==> src/rtl/fdiv_iter.sv <==
// rtl/fdiv_iter.sv - iterative single-precision divider, restoring division with truncation
module fdiv_iter (
  input  logic        clk,
  input  logic        rst,
  input  logic [31:0] a,
  input  logic [31:0] b,
  input  logic        in_valid,
  output logic        in_ready,
  output logic [31:0] c,
  output logic        out_valid,
  input  logic        out_ready
);

  typedef enum logic [1:0] {IDLE, DIV, NORM, DONE} state_t;

  state_t             state, state_nx;
  logic               sgn;
  logic signed [9:0]  ed;
  logic [24:0]        rem;
  logic [23:0]        dvs;
  logic [4:0]         cnt;
  logic [24:0]        q;

  logic               accept;
  logic               a_zero, b_zero, s_in;
  logic               ge;
  logic [23:0]        rem_sub;
  logic signed [9:0]  e_n;
  logic [22:0]        mant;
  logic [7:0]         exp_f;

  assign in_ready  = (state == IDLE);
  assign out_valid = (state == DONE);
  assign accept    = in_valid && in_ready;
  assign a_zero    = (a[30:23] == 8'h00);
  assign b_zero    = (b[30:23] == 8'h00);
  assign s_in      = a[31] ^ b[31];

  // Remainder stays below 2^24 after each step, so the shifted value fits in 25 bits.
  assign ge      = (rem >= {1'b0, dvs});
  assign rem_sub = ge ? 24'(rem - {1'b0, dvs}) : rem[23:0];

  assign e_n   = q[24] ? ed : (ed - 10'sd1);
  assign mant  = q[24] ? q[23:1] : q[22:0];
  assign exp_f = (e_n <= 10'sd0)   ? 8'h00 :
                 (e_n >= 10'sd255) ? 8'hFF : e_n[7:0];

  always_ff @(posedge clk or negedge rst) begin
    if (!rst) state <= IDLE;
    else      state <= state_nx;
  end

  always_comb begin
    state_nx = state;
    case (state)
      IDLE: if (accept) state_nx = (a_zero || b_zero) ? DONE : DIV;
      DIV:  if (cnt == 5'd0) state_nx = NORM;
      NORM: state_nx = DONE;
      DONE: if (out_ready) state_nx = IDLE;
      default: state_nx = IDLE;
    endcase
  end

  always_ff @(posedge clk or negedge rst) begin
    if (!rst) begin
      sgn <= 1'b0;
      ed  <= 10'sd0;
      rem <= 25'd0;
      dvs <= 24'd0;
      cnt <= 5'd0;
      q   <= 25'd0;
      c   <= 32'h0;
    end else begin
      case (state)
        IDLE: if (accept) begin
          sgn <= s_in;
          ed  <= $signed({2'b00, a[30:23]}) - $signed({2'b00, b[30:23]}) + 10'sd127;
          rem <= {1'b0, 1'b1, a[22:0]};
          dvs <= {1'b1, b[22:0]};
          cnt <= 5'd24;
          q   <= 25'd0;
          // Zero dividend wins over zero divisor.
          if (a_zero)      c <= 32'h0;
          else if (b_zero) c <= {s_in, 8'hFF, 23'h0};
        end
        DIV: begin
          q   <= {q[23:0], ge};
          rem <= {rem_sub, 1'b0};
          cnt <= cnt - 5'd1;
        end
        NORM: c <= {sgn, exp_f, mant};
        default: ;
      endcase
    end
  end

endmodule

==> config.mk <==
export PLATFORM = sky130hd
export DESIGN_NAME = fdiv_iter
export DESIGN_NICKNAME = d
export VERILOG_FILES = /design/src/rtl/fdiv_iter.sv
export SDC_FILE = /design/constraint.sdc
export NUM_CORES = 1
export LEC_CHECK = 0
export BUFFER_PORTS_ARGS = -buffer_cell sky130_fd_sc_hd__buf_2
export CAP_MARGIN = 10
export CELL_PAD_IN_SITES_DETAIL_PLACEMENT = 1
export CELL_PAD_IN_SITES_GLOBAL_PLACEMENT = 1
export CORE_MARGIN = 2
export CORE_UTILIZATION = 36
export CTS_BUF_LIST = sky130_fd_sc_hd__clkbuf_4 sky130_fd_sc_hd__clkbuf_8 sky130_fd_sc_hd__clkbuf_16
export DETAILED_ROUTE_END_ITERATION = 10
export PLACE_DENSITY = 0.78
export SLEW_MARGIN = 10
export SYNTH_ARGS = -nofsm -noshare
export SYNTH_HDL_FRONTEND = slang
export SYNTH_SLANG_ARGS = --single-unit
==> constraint.sdc <==
create_clock -name clk -period 6.4 [get_ports clk]
set_clock_uncertainty 0.05 [all_clocks]
set_input_delay 0.64 -clock clk [delete_from_list [all_inputs] [get_ports clk]]
set_output_delay 0.64 -clock clk [all_outputs]
set_load 0.01 [all_outputs]
==> results.md <==
Run status:
- The run finished with clean final reports.

Floorplan:
- The I/O pin count is 102.
- The die is 148 microns wide.
- The height of the die is 148 microns.
- The initial utilization of the core area, before any placement, comes to 0.367.
- After floorplanning, the core was sized to cover 20200 sq um.
- After floorplanning, the core was divided into 52 placement rows.
- The die covers 21800 sq um.

Final layout:
- Relative to the synthesized area, the layout overhead comes to 17.7%.
- The final net count is 982.
- The fill cell instance count of the final layout is 2316.
- The fraction of layout instances using a drive strength above 1 is 0.227.
- The non-filler instance count after layout is 1155.
- The number of diodes is 0.
- Summing all multi-input logic gate instances after layout gives 3990 sq um.
- The library cells used most frequently in the layout, excluding fill and tap cells, are 124 x sky130_fd_sc_hd__dfrtp_1, 104 x sky130_fd_sc_hd__nand2_1, 100 x sky130_fd_sc_hd__buf_2, 50 x sky130_fd_sc_hd__inv_1, 50 x sky130_fd_sc_hd__o21ai_0.
- Measured on the finished design, the core utilization comes to 0.433.
- With fillers left out, the area of the finished cells amounts to 8750 sq um.
- The leading cell type in the layout, fill and taps excluded is sky130_fd_sc_hd__dfrtp_1.
- Across the whole layout, storage elements account for 3100 sq um.

STA:
- For this run, the top clock speed supported by timing is 0.297 GHz.
- Adding up every negative setup slack in the final design gives 0 ns.
- For the pin with the worst max-slew slack, the measured transition is 1.11 ns.
- Setup violations remaining at the end of the flow were counted as 0.
- The final clock period utilization by the worst path is 0.526.
- Setup repair after global routing left no endpoint under its margin.
- The number of hold violations in the final report is 0.
- The max-slew headroom at the worst pin is 0.256.
- The count of pins over their slew limit came to 0.
- Across all hold checks on the routed design, the worst slack comes to 0.322 ns.
- The time the worst path needs with I/O delays and setup is 3.36 ns.

Logic synthesis:
- The post-synthesis cell type count is 66.
- Among all flip-flop cells after synthesis, the most frequent one is sky130_fd_sc_hd__dfrtp_1.
- Of the synthesized area, sequential elements account for 0.417.
- In this run, synthesis inferred 0 flip-flops with an integrated enable.
- After synthesis, the share of flip-flops with an asynchronous set or reset is 1.00.
- A synthesized cell averages 9.56 sq um.
- In this run the cell area of the synthesized design comes to 7440 sq um.
- The total of flip-flops plus latches after synthesis is 124.
- The post-synthesis instance total is 778.
- The number of nets in the synthesized netlist is 888.
- The synthesis warning total is 0.

Power:
- The power density normalized to cell area is 621 nW/um^2.
- The peak ir drop on the vdd network is 268 uV.
- For this design the static power due to leakage is 4.12 nW.

Worst setup path:
- The signal on the critical path passes through ha_1 > a211o_1 > a211o_1 > o21a_1 > and2_1 > o31ai_4 > buf_4 > nor2_1 > a21oi_1 > a21oi_1.
- The worst setup path is captured at a flop.
- The critical path starts at rem[8].
- In this run the critical register-to-register path is launched from rem[8].
- The maximum single-stage delay on the critical path is 0.58 ns.
- The worst endpoint data arrival time is 3.57 ns.
- The cell count along the critical path is 10.
- The number of buffers and inverters on the critical path is 1.
- The critical path ends at rem[5].
- The worst setup path is launched from a flop.
- The type of the setup path with the least slack is reg2reg.
- The kind of cell adding the most delay to the critical path is compound AO/OA/AOI/OAI gates.
- The largest driver fanout on the critical path is 22.
- The required time reported for the critical path endpoint is 6.60 ns.
- For this design, the slowest cell found on the critical path is sky130_fd_sc_hd__o31ai_4.
- In this run the register-to-register setup slack is 3.04 ns.
- The reg-to-reg critical path endpoint is rem[5].
- The worst register-to-register path has a depth of 10.

Placed design:
- In this run the tool buffered the top-level ports with 101 buffer cells.
- The post-place instance area is 8180 sq um.
- The wire-length estimate of the detail-placed layout is 13.9 mm.
- Routability-driven placement finished with a final weighted congestion of 0.877.
- In this run, placement finished with an instance count of 1123.

Global route:
- The number of antenna violations at the first check in global routing is 0.
- The overall overflow remaining after global route is 0.
- The first global-routing pass estimated 32.7 mm of wire.
- The combined global-route utilization of all metal layers is 0.188.
- The via count of the first global-routing pass is 6464.
- The largest net degree at the start of global routing is 79.

Clocking:
- Post-CTS repair changed the size of 0 cells.
- After clock tree synthesis, the setup repair step added 0 buffers.
- The number of CTS-inserted buffers is 17.
- TritonCTS built the clock tree.
- The clock reaches the later pin of the worst-skew pair after 0.43 ns.
- Clock tree synthesis found a total of 124 sinks.
- The H-tree level count is 4.
- After clock tree synthesis, the flow added hold-fix buffers numbering 0.
- The clock passes through at most 2 buffers.
- The clock edge transition at the registers on the reported setup and hold paths is 0.06 ns.
- The root buffer cell is sky130_fd_sc_hd__clkbuf_16.

Detailed routing:
- In the final routed layout, each cell accounts on average for 17.0 microns.
- After the first detailed-routing iteration, the DRC count stood at 340.
- The count of nets left with antenna violations once routing finished came out at 0.
- The remaining design rule violation count is 0.
- For this block, the via count after detailed routing is 6194.
- The total iterations of the first detailed-routing run is 7.
- Dividing the detail-routed via count by the number of cells gives 5.36.
- After detailed routing, the total wire length is 19.6 mm.

Job:
- Max-cap violations in this run came to 0.

Min path:
- In this run the worst hold path is classified as in2async.
## logic make-up (layout without fill, tap and decap cells)
| group | Yosys count | in the layout | synth area share |
|---|---|---|---|
| AND/OR/NAND/NOR | 206 | 206 | 0.133 |
| XOR/XNOR | 43 | 43 | 0.0506 |
| flip-flops | 124 | 124 | 0.417 |
| adder cells (fa/ha/maj) | 42 | 42 | 0.0727 |
| AO/OA/AOI/OAI | 225 | 225 | 0.198 |
| multiplexers | 54 | 54 | 0.0809 |
| buffers and inverters | 84 | 191 | 0.0471 |
## metrics by stage
stage / total power [mW] / setup WS (ns)
6_report: 5.43 / 3.04
4_1_cts: 5.45 / 2.77
5_1_grt: 5.90 / 2.83
2_1_floorplan: 3.70 / 3.58
3_3_place_gp: 4.35 / 2.96
3_5_place_dp: 4.46 / 2.73
## layout make-up
cell class / instances / share of cell area
multi-input cells: 570 / 0.456
flip-flops and latches: 124 / 0.355
repair buffers: 109 / 0.0649
clock buffers: 19 / 0.0510
well taps: 270 / 0.0386
inverters: 50 / 0.0214
clock inverters: 13 / 0.0134
## flip-flops by register name, summed over array words and instances (netlist names)
signal	flops
cnt	5
dvs	24
rem	25
ed	10
c	32
sgn	1
state	2
q	25
## synth_stat cells, types with 23 or more instances
cell type	number	area share
sky130_fd_sc_hd__a22o_1	24	0.028
sky130_fd_sc_hd__ha_1	40	0.067
sky130_fd_sc_hd__clkbuf_1	25	0.013
sky130_fd_sc_hd__inv_1	50	0.025
sky130_fd_sc_hd__nand2_1	105	0.053
sky130_fd_sc_hd__o21ai_1	24	0.016
sky130_fd_sc_hd__mux2_2	49	0.074
sky130_fd_sc_hd__a21oi_1	42	0.028
sky130_fd_sc_hd__o21ai_0	51	0.034
sky130_fd_sc_hd__dfrtp_1	124	0.42
sky130_fd_sc_hd__xor2_1	23	0.027
sky130_fd_sc_hd__nor2_1	32	0.016
## how the worst min path moves through the flow
stage	start	to	slack, ns	cells past startpoint
global route	b[4]	dvs[4]	0.38	2
floorplan	rst	c[0]	0.29	0
global placement	dvs[23]	dvs[23]	0.38	2
finish	rst	c[20]	0.32	1
detailed placement	dvs[23]	dvs[23]	0.39	2
CTS	rst	q[17]	0.36	1
## metal layers
layer / share of wire / global-route usage / up-vias
li1: - / - / 2988
met1: 0.46 / 0.251 / 3049
met2: 0.48 / 0.306 / 133
met3: 0.042 / 0.0370 / 24
met4: 0.017 / 0.0644 / 0
met5: 0 / 0 / -
## where the power goes
group | internal (mW) | switching [mW]
Sequential | 1.14 | 0.302
Combinational | 1.28 | 1.78
Clock | 0.549 | 0.383
Total | 2.97 | 2.46
(Power assumes the default switching activity.)
